<file path="config.mk">
export PLATFORM = sky130hd
export DESIGN_NAME = pingpong_wr_ctrl
export DESIGN_NICKNAME = d
export VERILOG_FILES = /design/src/rtl/pingpong_wr_ctrl.sv
export SDC_FILE = /design/constraint.sdc
export NUM_CORES = 1
export LEC_CHECK = 0
export ABC_AREA = 1
export BUFFER_PORTS_ARGS = -buffer_cell sky130_fd_sc_hd__buf_2
export CORE_ASPECT_RATIO = 0.6
export CORE_MARGIN = 3
export CORE_UTILIZATION = 40
export CTS_CLUSTER_SIZE = 10
export DETAILED_ROUTE_END_ITERATION = 6
export MAX_ROUTING_LAYER = met4
export PLACE_DENSITY = 0.8
export SLEW_MARGIN = 20
export SYNTH_ARGS = -nofsm -noshare
export SYNTH_HDL_FRONTEND = slang
export SYNTH_SLANG_ARGS = --single-unit
</file>
<file path="constraint.sdc">
create_clock -name wclk -period 1.2 [get_ports wclk]
set_input_delay 0.06 -clock wclk [delete_from_list [all_inputs] [get_ports wclk]]
set_output_delay 0.06 -clock wclk [all_outputs]
set_load 0.01 [all_outputs]
</file>
<file path="src/rtl/pingpong_wr_ctrl.sv">
// Write-side sequencer filling two ping-pong banks of a dual-port memory; writes land at the same wclk edge (zero latency).
// in_ready drops (STALL) only when the bank being switched to is still owned by the consumer; it rises one cycle after that bank is released.
module pingpong_wr_ctrl #(
  parameter int DATASIZE = 8,
  parameter int ADDRSIZE = 4
) (
  input  logic                wclk,
  input  logic                wrst_n,
  input  logic                in_valid,
  input  logic [DATASIZE-1:0] in_data,
  output logic                in_ready,
  input  logic                flush,
  input  logic                rel_valid,
  input  logic                rel_bank,
  output logic [DATASIZE-1:0] mem_wdata,
  output logic [ADDRSIZE-1:0] mem_waddr,
  output logic                mem_wclken,
  output logic                mem_wfull,
  output logic [1:0]          bank_vld,
  output logic [ADDRSIZE-1:0] bank_len0,
  output logic [ADDRSIZE-1:0] bank_len1,
  output logic                cur_bank,
  output logic                rel_err
);

  localparam int PW = ADDRSIZE - 1;

  typedef enum logic [0:0] {
    ST_FILL  = 1'b0,
    ST_STALL = 1'b1
  } state_t;

  state_t              r_state;
  state_t              w_state_nxt;
  logic                r_cur_bank;
  logic [PW-1:0]       r_wptr;
  logic [1:0]          r_bank_vld;
  logic [1:0]          w_bank_vld_nxt;
  logic [ADDRSIZE-1:0] r_len0;
  logic [ADDRSIZE-1:0] r_len1;
  logic                r_rel_err;

  logic                w_wr;
  logic                w_close;
  logic                w_rel_ok;
  logic                w_nxt_bank;
  logic [ADDRSIZE-1:0] w_len;

  assign in_ready   = (r_state == ST_FILL);
  assign w_wr       = in_valid & in_ready;
  assign w_nxt_bank = ~r_cur_bank;
  assign w_rel_ok   = rel_valid & r_bank_vld[rel_bank];

  // Full-bank close or early flush; a flush on an empty bank publishes nothing.
  assign w_close = in_ready &
                   ((w_wr & (r_wptr == {PW{1'b1}})) |
                    (flush & ((r_wptr != {PW{1'b0}}) | w_wr)));

  // One bit wider than wptr so a full bank reports BDEPTH rather than wrapping to 0.
  assign w_len = {1'b0, r_wptr} + {{PW{1'b0}}, w_wr};

  assign mem_wclken = w_wr;
  assign mem_wdata  = in_data;
  assign mem_waddr  = {r_cur_bank, r_wptr};
  assign mem_wfull  = ~in_ready;
  assign bank_vld   = r_bank_vld;
  assign bank_len0  = r_len0;
  assign bank_len1  = r_len1;
  assign cur_bank   = r_cur_bank;
  assign rel_err    = r_rel_err;

  always_ff @(posedge wclk or negedge wrst_n) begin
    if (!wrst_n) begin
      r_state <= ST_FILL;
    end else begin
      r_state <= w_state_nxt;
    end
  end

  always_comb begin
    w_state_nxt = r_state;
    case (r_state)
      ST_FILL: begin
        // A release of the incoming bank in the closing cycle avoids the stall bubble.
        if (w_close && r_bank_vld[w_nxt_bank] &&
            !(w_rel_ok && (rel_bank == w_nxt_bank))) begin
          w_state_nxt = ST_STALL;
        end
      end
      ST_STALL: begin
        if (w_rel_ok && (rel_bank == r_cur_bank)) begin
          w_state_nxt = ST_FILL;
        end
      end
      default: w_state_nxt = ST_FILL;
    endcase
  end

  // A legal release and a close never target the same bank: the closing bank is not valid yet.
  always_comb begin
    w_bank_vld_nxt = r_bank_vld;
    if (w_rel_ok) begin
      w_bank_vld_nxt[rel_bank] = 1'b0;
    end
    if (w_close) begin
      w_bank_vld_nxt[r_cur_bank] = 1'b1;
    end
  end

  always_ff @(posedge wclk or negedge wrst_n) begin
    if (!wrst_n) begin
      r_cur_bank <= 1'b0;
      r_wptr     <= {PW{1'b0}};
    end else if (w_close) begin
      r_cur_bank <= w_nxt_bank;
      r_wptr     <= {PW{1'b0}};
    end else if (w_wr) begin
      r_wptr     <= r_wptr + {{(PW-1){1'b0}}, 1'b1};
    end
  end

  always_ff @(posedge wclk or negedge wrst_n) begin
    if (!wrst_n) begin
      r_bank_vld <= 2'b00;
      r_len0     <= {ADDRSIZE{1'b0}};
      r_len1     <= {ADDRSIZE{1'b0}};
      r_rel_err  <= 1'b0;
    end else begin
      r_bank_vld <= w_bank_vld_nxt;
      if (w_rel_ok && (rel_bank == 1'b0)) begin
        r_len0 <= {ADDRSIZE{1'b0}};
      end
      if (w_rel_ok && (rel_bank == 1'b1)) begin
        r_len1 <= {ADDRSIZE{1'b0}};
      end
      if (w_close && (r_cur_bank == 1'b0)) begin
        r_len0 <= w_len;
      end
      if (w_close && (r_cur_bank == 1'b1)) begin
        r_len1 <= w_len;
      end
      if (rel_valid && !r_bank_vld[rel_bank]) begin
        r_rel_err <= 1'b1;
      end
    end
  end

endmodule

</file>
# Word level (Yosys, flattened, before mapping)

Index checks and enable logic that the tools add are counted.

Flip-flop bits (word level): 16
Latch bits: 0
Memory bits (writable): 0
ROM bits: 0
Input port bits: 14
Output and inout port bits: 27
Logic and storage cells: 66
Memories kept: 0

$add $sub $neg: 2
Multiply operators: 0
Divide/modulo/power cells: 0
Order comparisons: 5
Equality and inequality tests: 3
Shifts and indexed selects: 0
Multiplexer cells: 19
Bitwise gates (word level): 13
Reduce and logical (&&, ||, !) cells: 17

Operators by type and width:

| operator            | number |
|---|---|
| $mux 4              | 4 |
| $logic_and 1x1->1   | 11 |
| $mux 1              | 8 |
| $lt 1x2->1 const B  | 3 |
| $mux 3              | 2 |
| $reduce_bool 2->1   | 3 |
| $and 1x1->1         | 5 |
| $add 3x1->4         | 1 |
| $mux 2              | 2 |
| $add 3x1->3 const B | 1 |
| $eq 3x3->1 const B  | 1 |
| $not 1->1           | 3 |
| $reduce_bool 3->1   | 1 |
| $and 2x2->2         | 1 |
| $demux 1 s1         | 2 |
| $eq 1x1->1          | 2 |
| $ge 1x1->1 const B  | 2 |
| $logic_not 1->1     | 2 |
| $not 2->2           | 1 |
| $or 1x1->1          | 2 |
| $or 2x2->2          | 1 |
| $pmux 1 s2          | 1 |

# Longest topological paths before layout

Gate-level depths: netlist (run 1).

Word-level depth: 10
Mapped depth: 8
Mapped depth without buffers: 8

# Least setup slack after synthesis (run 1)

Ideal clock, no wire load.

Path type: register to register
Start point: register r_state (netlist: mem_wfull)
End point: register r_len0[2] (netlist: bank_len0[2])
Library setup time: 0.065 ns
Arrival: 1.417 ns
Required time: 1.135 ns
Setup slack: -0.282 ns
Cell stages (with the launch flop): 9
Buffers on the path: 0
Period minus slack after synthesis: 1.482 ns
Cell sequence: dfrtp_1 > inv_2 > nand2_1 > inv_2 > ha_1 > ha_1 > xor2_1 > nand3_1 > nand2_1

Word-level cells in the longest chain between the ends: 8
Elaborated cells on any way between the ends: 11
Those cells by class: 1 x add/sub; 1 x mux; 7 x bitwise; 2 x reduce/logical

Ends and longest elaborated chain:

| what                                        | line | RTL |
|---|---|---|
| from (decl)                                 | 33   | `state_t r_state;` |
| from (signal assigned)                      | 76   | `r_state <= w_state_nxt;` |
| $not 1->1 (*)                               | --   |  |
| net in_ready                                | 11   | `output logic in_ready,` |
| $and 1x1->1 (*)                             | 50   | `assign w_wr = in_valid & in_ready;` |
| net mem_wclken                              | 17   | `output logic mem_wclken,` |
| $or 1x1->1                                  | 57   | `(flush & ((r_wptr != {PW{1'b0}}) \| w_wr)));` |
| $and 1x1->1                                 | 57   |  |
| $or 1x1->1                                  | 56   | `((w_wr & (r_wptr == {PW{1'b1}})) \|` |
| $and 1x1->1                                 | 55   | `assign w_close = in_ready &` |
| $logic_and 1x1->1                           | 136  | `if (w_close && (r_cur_bank == 1'b0)) begin` |
| $mux 4 or $reduce_bool 2->1 (tied branches) | --   |  |
| to (signal assigned)                        | 125  | `r_len0 <= {ADDRSIZE{1'b0}};` |
| to (signal assigned)                        | 131  | `r_len0 <= {ADDRSIZE{1'b0}};` |
| to (signal assigned)                        | 137  | `r_len0 <= w_len;` |
| to (decl)                                   | 39   | `logic [ADDRSIZE-1:0] r_len0;` |

Mark *: on every way through the listed nets, which the timed path passes. The rest lies on a longest branch.
A chain may end at the register's enable or synchronous reset.

# Final worst setup path (run 1)

Start point: register r_wptr[1]
End point: register r_len1[2] (netlist: bank_len1[2])

Word-level cells in the longest chain between the ends: 7
Elaborated cells on any way between the ends: 11
Those cells by class: 1 x add/sub; 1 x eq/ne; 1 x mux; 5 x bitwise; 3 x reduce/logical

Ends and longest elaborated chain:

| what                                        | line | RTL |
|---|---|---|
| from (decl)                                 | 36   | `logic [PW-1:0] r_wptr;` |
| from (signal assigned)                      | 113  | `r_wptr <= {PW{1'b0}};` |
| from (signal assigned)                      | 116  | `r_wptr <= {PW{1'b0}};` |
| from (signal assigned)                      | 118  | `r_wptr <= r_wptr + {{(PW-1){1'b0}}, 1'b1};` |
| $reduce_bool 3->1                           | 57   |  |
| $or 1x1->1                                  | 57   |  |
| $and 1x1->1                                 | 57   |  |
| $or 1x1->1                                  | 56   |  |
| $and 1x1->1                                 | 55   |  |
| $logic_and 1x1->1                           | 139  | `if (w_close && (r_cur_bank == 1'b1)) begin` |
| $mux 4 or $reduce_bool 2->1 (tied branches) | --   |  |
| to (signal assigned)                        | 126  | `r_len1 <= {ADDRSIZE{1'b0}};` |
| to (signal assigned)                        | 134  | `r_len1 <= {ADDRSIZE{1'b0}};` |
| to (signal assigned)                        | 140  | `r_len1 <= w_len;` |
| to (decl)                                   | 40   | `logic [ADDRSIZE-1:0] r_len1;` |

Parallel ways exist; a longest one is shown, timed or not.

==> metrics.md, run 1 <==
| Metric | Value |
|---|---|
| Clock Tree Root | clkbuf_8 |
| Min Hold Slack | 120 ps |
| Die ar. | 2930 um^2 |
| Register Area | 403 um^2 |
| Clock Skew | 7.39 ps |
| Via count | 828 |
| Placement Cell Area | 1220 um^2 |
| Std cell rows | 12 |
| Number of global-route vias before repair | slightly below 800 |
| Starting Density | a little under half |
| Top Ports | 41 |
| Layout area overhead | 43.9% |
| Ant. Diodes | 0 |
| Total clock buffers created by CTS | 3 |
| Crit Path Max Fanout | 5 |
| Rel. slew slack | 74.8% |
| Static Leak | 0.698 nW |
| Post-CTS Setup Bufs | 0 |
| Final period util | 113% |
| HP Class | input pin to primary output |
| TritonCTS Sinks | 16 |
| Cells after synthesis | 109 |
| Cell area after layout | 1320 um^2 |
| Pins over their slew limit | 0 |
| Mapped Area | 918 um^2 |
| Grt ovf | 0 |
| Crit path time final | ~1400 ps |
| Antenna viol nets, final | 0 |
| Max Freq | roughly 740 MHz |
| Final #Nets | 161 |
| Die Height | between 40 and 50 um |
| Wire length per cell | ~14 um |
| Setup_tns | -1630 ps |
| Most common cell after layout, fill and taps aside | nand2_1 |
| Drt first-iter violations | 64 |
| Critical path class | flip-flop to flip-flop |
| Status | finished, violations left |
| Synth Warn # | 0 |
| Seq cells post-synth | 16 |
| CTS H-tree lvls | 1 |
| Placed insts | around 160 |
| Antenna violations before repair | 0 |
| Fin. Hold Viols | 0 |
| CP arrival | 1480 ps |
| Most frequent cells in the layout | nand2_1, buf_2, dfrtp_1, nand3_1, buf_4 |
| Die span in x | 67.9 um |
| Clk slew on worst S/H paths | 70 ps |
| Syn avg cell area | 8.43 um^2 |
| Drt drc | 0 |
| Setup ws final | -150 ps |
| Worst reg2reg path depth | 8 |
| Largest net degree at the start of global routing | 17 |
| Startpoint class of the critical path | flip-flop |
| Share of cells above drive strength 1 | 54.6% |
| Cell area power density | 2420 nW/um^2 |
| WHS Path Cells | 0 |
| Gpl congestion | roughly 0.84 |
| Number of max-cap violations | 0 |
| DP Wirelength | approximately 1.9 mm |
| VDD IR max | between 1 and 1.5 mV |
| Place WS | -160 ps |
| Global-route wire length before repair | 3.89 mm |
| CTS max path bufs | 2 |
| CTS tree | built |
| # fillers | between 150 and 200 |
| CP endpoint kind | flip-flop |
| Via density | a little under 5 |
| Total track usage | 18.8% |
| IO buf count | 24 |
| Failing checks | setup timing |
| Post-Syn Nets | around 130 |
| Core footprint | just over 2000 um^2 |
| Multi-input logic area | 542 um^2 |
| Endpoints failing setup | 15 |
| Least-Margin Pin Slew | 377 ps |
| Non-Filler Instances | 169 |
| Yosys cell types | 18 |
| Total design power | around 3.2 mW |
| Drt total wl | about 2.5 mm |
| Clock Latency Late Sink | 250 ps |
| RSZ-0062 raised after global routing | yes |
| Sequential-to-total area share from yosys stat | a little over two fifths |
| Initial DRT Pass Iterations | 4 |
| Worst Path Required | 1330 ps |
| Util after Layout | 65.7% |
[final timing paths]
check                           start      endpoint  slack, ps
hold reg to reg               rel_err       rel_err        500
hold / removal             in_data[0]  mem_wdata[0]        120
setup reg to reg            r_wptr[1]  bank_len1[2]       -150
max in group asynchronous      wrst_n     r_wptr[0]        650
setup / recovery            r_wptr[1]  bank_len1[2]       -150
min in group asynchronous      wrst_n       rel_err        260
[routing by layer]
metal	vias to the layer above	global-route usage [%]	part of all wire [%]
met5	-	-	0
li1	409	-	-
met4	0	3.16	0.49
met1	382	27.0	50
met2	35	26.1	42
met3	2	6.08	7.4
[cells by family (layout without fill, tap and decap cells)]
logic type / Yosys count / in the layout / synth area share (%)
simple gates: 64 / 64 / 33.8
buf+inv: 20 / 52 / 12.8
flops: 16 / 16 / 43.6
fa+ha+maj: 5 / 5 / 6.81
compound gates: 3 / 3 / 2.04
xor+xnor: 1 / 1 / 0.954
[power breakdown]
group	switching, mW	total, mW	internal [mW]
Combinational	1.03	1.84	0.801
Sequential	0.206	0.944	0.738
Clock	0.178	0.413	0.235
Total	1.42	3.19	1.77
[state kept, by name, indices dropped and copies added, names as in the netlist]
signal / flops
rel_err: 1
bank_len1: 4
cur_bank: 1
bank_vld: 2
mem_wfull: 1
r_wptr: 3
bank_len0: 4
[timing repair]
action,4_1_cts,5_1_grt
hold endpoints to repair,16,0
pin swaps,2,4
setup endpoints to repair,15,16
cloned,0,1
gates resized for setup,9,3
hold buffers,1,0
[synthesized netlist by cell type]
cell type / number / area, um^2
nand3_1: 20 / 100
inv_2: 3 / 11.3
xor2_1: 1 / 8.76
nor2_2: 1 / 6.26
inv_1: 6 / 22.5
o21ai_0: 1 / 5.00
o21ai_1: 1 / 5.00
nor2_1: 3 / 11.3
dfrtp_1: 16 / 400
ha_1: 5 / 62.6
a31o_2: 1 / 8.76
buf_4: 10 / 75.1
nor3_2: 1 / 10.0
nand2_1: 34 / 128
nand2_2: 2 / 12.5
clkinv_4: 1 / 8.76
nand4_2: 2 / 25.0
nand3_4: 1 / 17.5
[worst max-delay path, stage by stage, from the launching register on]
cell	delay, ps
dfrtp_2	440
ha_4	170
ha_4	160
nand2_4	60
nand2_4	60
nand3_4	130
clkinv_8	80
nand3_2	70
nand2_1	50
[area by class of cell]
type	instances	share of cell area, %
clock buffers	4	3.41
inverters	10	4.36
multi-input cells	73	41.0
flip-flops and latches	16	30.5
well taps	28	2.65
repair buffers	37	17.4
repair inverters	1	0.663
(Power assumes the default switching activity.)
==> inputs of run 2 (changes only) <==
--- a/config.mk
+++ b/config.mk
@@ -7,11 +7,13 @@
 export LEC_CHECK = 0
 export ABC_AREA = 1
 export BUFFER_PORTS_ARGS = -buffer_cell sky130_fd_sc_hd__buf_2
-export CORE_ASPECT_RATIO = 0.6
+export CORE_ASPECT_RATIO = 1.75
 export CORE_MARGIN = 3
 export CORE_UTILIZATION = 40
+export CTS_CLUSTER_DIAMETER = 200
 export CTS_CLUSTER_SIZE = 10
 export DETAILED_ROUTE_END_ITERATION = 6
+export GPL_TIMING_DRIVEN = 1
 export MAX_ROUTING_LAYER = met4
 export PLACE_DENSITY = 0.8
 export SLEW_MARGIN = 20
==> run 2 against run 1 <==
Compared with the run above: critical path type unchanged; cell count fell by 2.4%; critical endpoint unchanged; maximum frequency up 1.2%; the run still ends with setup timing left; hold slack lost 42 ps.
==> metrics.md, run 2 (synthesis gave the netlist of run 1 again) <==
| Metric | Value |
|---|---|
| Max Freq | 749 MHz (+1.2%) |
| Endpoints failing setup | 15 (unchanged) |
| Wire length per cell | 13.0 um (-11%) |
| Hold EP | rel_err |
| Non-Filler Instances | 165 (-2.4%) |
| Worst reg2reg path depth | 8 (unchanged) |
| Worst hold start | rel_valid |
| IO buf count | 24 (unchanged) |
| Grt ovf | 0 (unchanged) |
| Initial DRT Pass Iterations | 2 (-2) |
| CTS H-tree lvls | 1 (unchanged) |
| Most frequent cells in the layout | nand2_1, buf_2, dfrtp_1, nand3_1, buf_4 |
| RSZ-0062 raised after global routing | yes |
| Total track usage | 17.5% (-1.4 points) |
| Final #Nets | 161 (unchanged) |
| Reg-to-Reg Start | r_wptr[0] |
| Crit path time final | 1330 ps (-15.6 ps) |
| Number of max-cap violations | 0 (unchanged) |
| TritonCTS Sinks | 16 (unchanged) |
| Worst Path Required | 1380 ps (+50 ps) |
| Crit-path cells | ha_4 > ha_4 > nand2_4 > nand2_4 > nand3_4 > clkinv_8 > nand3_2 > nand2_1 |
| Setup ws final | -135 ps (+15.6 ps) |
| CP max stage cell | dfrtp_2 |
| Number of global-route vias before repair | 915 (+19%) |
| Most common cell after layout, fill and taps aside | nand2_1 |
| Clk slew on worst S/H paths | 100 ps (+30 ps) |
| Die span in x | 42.2 um (-38%) |
| DP Wirelength | 1.73 mm (-7.8%) |
| CTS tree | built |
| Internal reg-to-reg setup slack | -130 ps (+20 ps) |
| CP arrival | 1520 ps (+40 ps) |
| Fin. Hold Viols | 0 (unchanged) |
| Via count | 835 (+0.85%) |
| Antenna violations before repair | 0 (unchanged) |
| Std cell rows | 22 (+10) |
| Drt drc | 0 (unchanged) |
| Static Leak | 0.703 nW (+0.76%) |
| CP endpoint kind | flip-flop |
| Starting Density | 42.8% (-2.9 points) |
| Clock Skew | 5.85 ps (-1.54 ps) |
| Layout area overhead | 44.3% |
| Largest net degree at the start of global routing | 17 (unchanged) |
| Die ar. | 2930 um^2 (+0.12%) |
| Global-route wire length before repair | 3.86 mm (-0.69%) |
| Failing checks | setup timing |
| Placement Cell Area | 1210 um^2 (-0.41%) |
| Clock Latency Late Sink | 280 ps (+30 ps) |
| Crit Path Max Fanout | 10 (+5) |
| CTS max path bufs | 2 (unchanged) |
| # fillers | 192 (+24%) |
| Critical path class | flip-flop to flip-flop |
| Least-Margin Pin Slew | 366 ps (-11.3 ps) |
| Ant. Diodes | 0 (unchanged) |
| Antenna viol nets, final | 0 (unchanged) |
| Core footprint | 2150 um^2 (+6.7%) |
| Final period util | 111% (-1.3 points) |
| Total clock buffers created by CTS | 3 (unchanged) |
| Clock Tree Root | clkbuf_4 |
| VDD IR max | 1.27 mV (+20%) |
| Startpoint class of the critical path | flip-flop |
| Cell area power density | 2370 nW/um^2 (-2.0%) |
| HP Class | input pin to flip-flop |
| Die Height | 69.4 um (+61%) |
| WHS Path Cells | 2 (+2) |
| Cell area after layout | 1330 um^2 (+0.28%) |
| Pins over their slew limit | 0 (unchanged) |
| Via density | 5.06 (+3.3%) |
| Status | finished, violations left |
| CP max stage delay | 450 ps (about the same) |
| Rel. slew slack | 75.6% (+0.76 points) |
| Placed insts | 159 (-2.5%) |
| Drt first-iter violations | 14 (-78%) |
| Top Ports | 41 (unchanged) |
| Crit Reg-Reg Endpoint | bank_len1[2] |
| Drt total wl | 2.14 mm (-13%) |
| Share of cells above drive strength 1 | 54.6% (unchanged) |
| Gpl congestion | 0.828 (-1.1%) |
==> run 2: cell types whose count changed in the layout (fill, tap and decap cells not counted), moves of 2 or more <==
cell,change
clkbuf_8,-2
nand2_2,-2
buf_6,+2
clkbuf_4,+3
==> run 2: layer usage <==
layer | wire [um] | global-route usage [%] | share of wire [%]
met1 | 791 | 17.8 | 37
met2 | 1230 | 30.9 | 58
met3 | 92 | 3.64 | 4.3
met4 | 19 | 7.96 | 0.89
met5 | 0 | - | 0
==> run 2: how the worst max path moves through the flow <==
stage                     startpoint           end  cells after the start
final                      r_wptr[0]  bank_len1[2]                      8
after global routing       r_wptr[1]  bank_len0[2]                      8
after CTS                  r_wptr[0]  bank_len1[2]                      8
after detailed placement   r_wptr[1]  bank_len1[2]                      8
after global placement     r_wptr[0]  bank_len1[2]                      8
after floorplan            mem_wfull  bank_len1[2]                      8
==> run 2: repair_timing <==
item | CTS | global route
pin swaps | 3 | 0
hold buffers | 1 | 0
gates resized for setup | 9 | 5
cloned | 0 | 0
endpoints found under the setup margin | 16 | 18
setup buffers | 1 | 0
endpoints found under the hold margin | 16 | 0
==> run 2: critical path: cells and delay by family (launching register included) <==
| family | cells | cell delay (ps) |
|---|---|---|
| simple gates | 5 | 350 |
| buf+inv | 1 | 100 |
| fa+ha+maj | 2 | 330 |
| flops | 1 | 450 |
==> run 2: per-stage QoR <==
stage / power, mW / worst slack [ps] / util (%) / hold slack (ps) / TNS, ps
after floorplan: 1.98 / -134 / - / -236 / -1170
after global placement: 2.57 / -120 / 56.4 / -12.6 / -1130
after detailed placement: 2.63 / -161 / 56.4 / -7.35 / -1540
after CTS: 3.12 / -147 / 61.0 / 72.1 / -1590
after global routing: 3.40 / -197 / 61.7 / 70.3 / -2310
final: 3.14 / -135 / 61.7 / 77.7 / -1500
==> run 2: report_power, final <==
part / total, mW / internal (mW) / switching [mW] / leakage [nW]
registers: 0.947 / 0.739 / 0.209 / 0.200
logic: 1.84 / 0.841 / 0.995 / 0.482
clock network: 0.353 / 0.184 / 0.168 / 0.0210
total: 3.14 / 1.76 / 1.37 / 0.703
==> run 2: layout make-up <==
type / count / area (um^2) / area share, %
Tap cell: 24 / 30.0 / 2.27
Timing Repair Buffer: 38 / 248 / 18.7
Clock buffer: 4 / 36.3 / 2.74
Multi-Input combinational cell: 73 / 549 / 41.5
Inverter: 10 / 57.6 / 4.34
Sequential cell: 16 / 404 / 30.5
==> inputs of run 3 (changes only) <==
==> constraint.sdc (replaced) <==
create_clock -name wclk -period 1.2 [get_ports wclk]
set_input_delay 0.24 -clock wclk [delete_from_list [all_inputs] [get_ports wclk]]
set_output_delay 0.24 -clock wclk [all_outputs]
set_load 0.01 [all_outputs]
==> run 3 against run 2 <==
Compared with the run above: the flow still finishes with violations (setup timing); combinational power increased by 12%; largest cell class unchanged; die area unchanged; sequential power increased by 0.7%; largest power group unchanged; highest routed layer unchanged; hold slack improved by 170 ps.
==> metrics.md, run 3 (synthesis gave the netlist of run 1 again) <==
| Metric | Value |
|---|---|
| Clock Skew | 11.5 ps (+5.60 ps) |
| HP Class | input pin to flip-flop |
| Crit Reg-Reg Endpoint | bank_len0[2] |
| Share of cells above drive strength 1 | 56.1% (+1.5 points) |
| Antenna viol nets, final | 0 (unchanged) |
| Initial DRT Pass Iterations | 4 (+2) |
| Ant. Diodes | 0 (unchanged) |
| Largest net degree at the start of global routing | 17 (unchanged) |
| Drt total wl | 2.40 mm (+12%) |
| Failing checks | setup timing |
| RSZ-0062 raised after global routing | yes |
| Least-Margin Pin Slew | 353 ps (-12.8 ps) |
| Drt drc | 0 (unchanged) |
| Max Freq | 738 MHz (-1.5%) |
| Hold EP | rel_err |
| Die ar. | 2930 um^2 (unchanged) |
| Drt first-iter violations | 15 (+1) |
| Fin. Hold Viols | 0 (unchanged) |
| Reg-to-Reg Start | r_wptr[0] |
| Endpoints failing setup | 22 (+7) |
| Via count | 881 (+5.5%) |
| Global-route wire length before repair | 4.08 mm (+5.5%) |
| Final period util | 113% (+1.7 points) |
| Clock Latency Late Sink | 290 ps (about the same) |
| Grt ovf | 0 (unchanged) |
| VDD IR max | 1.22 mV (-4.0%) |
| Die Height | 69.4 um (unchanged) |
| Pins over their slew limit | 0 (unchanged) |
| IO buf count | 24 (unchanged) |
| Status | finished, violations left |
| Setup ws final | -155 ps (-20.7 ps) |
| CTS tree | built |
| Placed insts | 160 (+0.63%) |
| Crit Path Max Fanout | 10 (unchanged) |
| CTS max path bufs | 2 (unchanged) |
| Starting Density | 42.8% (unchanged) |
| Die span in x | 42.2 um (unchanged) |
| Gpl congestion | 0.829 (+0.11%) |
| Worst Path Required | 1380 ps (about the same) |
| Via density | 5.12 (+1.2%) |
| Final #Nets | 168 (+4.3%) |
| Rel. slew slack | 76.4% (+0.85 points) |
| Total clock buffers created by CTS | 3 (unchanged) |
| CP endpoint kind | flip-flop |
| Non-Filler Instances | 172 (+4.2%) |
| Number of max-cap violations | 0 (unchanged) |
| CP arrival | 1540 ps (+20 ps) |
| Std cell rows | 22 (unchanged) |
| Top Ports | 41 (unchanged) |
| Clk slew on worst S/H paths | 100 ps (about the same) |
| # fillers | 172 (-10%) |
| Internal reg-to-reg setup slack | -160 ps (-20 ps) |
| Antenna violations before repair | 0 (unchanged) |
| TritonCTS Sinks | 16 (unchanged) |
| Total design power | 3.39 mW (+8.0%) |
| Most frequent cells in the layout | nand2_1, buf_2, buf_4, dfrtp_1 |
| Wire length per cell | 14.0 um (+7.8%) |
| Total track usage | 18.6% (+1.1 points) |
| CTS H-tree lvls | 1 (unchanged) |
| Worst reg2reg path depth | 8 (unchanged) |
| Static Leak | 0.741 nW (+5.4%) |
| Worst hold start | rel_valid |
| Crit path time final | 1360 ps (+20.7 ps) |
| Clock Tree Root | clkbuf_4 |
| DP Wirelength | 1.78 mm (+3.2%) |
| Most common cell after layout, fill and taps aside | nand2_1 |
| Critical path class | flip-flop to flip-flop |
| Core footprint | 2150 um^2 (unchanged) |
| WHS Path Cells | 2 (unchanged) |
| Cell area power density | 2390 nW/um^2 (+1.1%) |
| Number of global-route vias before repair | 909 (-0.66%) |
| Startpoint class of the critical path | flip-flop |
| Layout area overhead | 54.1% |
==> run 3: cell type report <==
type | instances | area (um^2) | share of cell area [%]
multi-input cells | 73 | 553 | 39.1
flip-flops and latches | 16 | 404 | 28.6
repair buffers | 45 | 334 | 23.6
inverters | 10 | 57.6 | 4.07
clock buffers | 4 | 36.3 | 2.56
well taps | 24 | 30.0 | 2.12
==> run 3: worst max-delay path, stage by stage, from the launching register on <==
cell,delay [ps]
dfrtp_2,450
ha_4,180
ha_4,160
nand2_4,60
nand2_4,70
nand3_4,100
clkinv_8,100
nand3_2,80
nand2_1,50
==> run 3: how the worst max path moves through the flow <==
stage | start | to | depth (start not counted)
after floorplan | mem_wfull | bank_len1[2] | 8
after global placement | r_wptr[0] | bank_len1[2] | 8
after detailed placement | r_wptr[0] | bank_len1[2] | 8
after CTS | r_wptr[0] | bank_len1[2] | 8
after global routing | r_wptr[0] | bank_len0[2] | 8
final | r_wptr[0] | bank_len0[2] | 8
==> run 3: metal layers <==
| layer | part of all wire, % | up-vias | wire length, um | global-route usage (%) |
|---|---|---|---|---|
| li1 | - | 424 | - | - |
| met1 | 36 | 427 | 864 | 19.4 |
| met3 | 4.2 | 5 | 100 | 2.86 |
| met5 | 0 | - | 0 | - |
| met4 | 1.7 | 0 | 42 | 7.27 |
| met2 | 58 | 25 | 1390 | 33.6 |
==> run 3: timing repair <==
action,CTS,global route
hold endpoints to repair,16,0
pin swaps,4,2
hold buffers,1,0
resized for setup,16,4
setup endpoints to repair,19,22
buffers inserted,7,1
==> run 3: through the flow <==
step	hold slack, ps	cell area [um^2]	setup TNS, ps	setup slack (ps)	util, %
after detailed placement	171	1220	-1670	-167	56.8
after floorplan	-55.6	1050	-1170	-134	-
after global routing	270	1420	-3530	-244	65.9
after CTS	251	1390	-1930	-144	64.7
final	252	1420	-2170	-155	65.9
after global placement	168	1220	-1130	-121	56.8
==> run 3: power by group <==
group / switching [mW] / internal, mW
sequential: 0.215 / 0.739
combinational: 1.06 / 1.02
clock: 0.174 / 0.185
total: 1.45 / 1.94
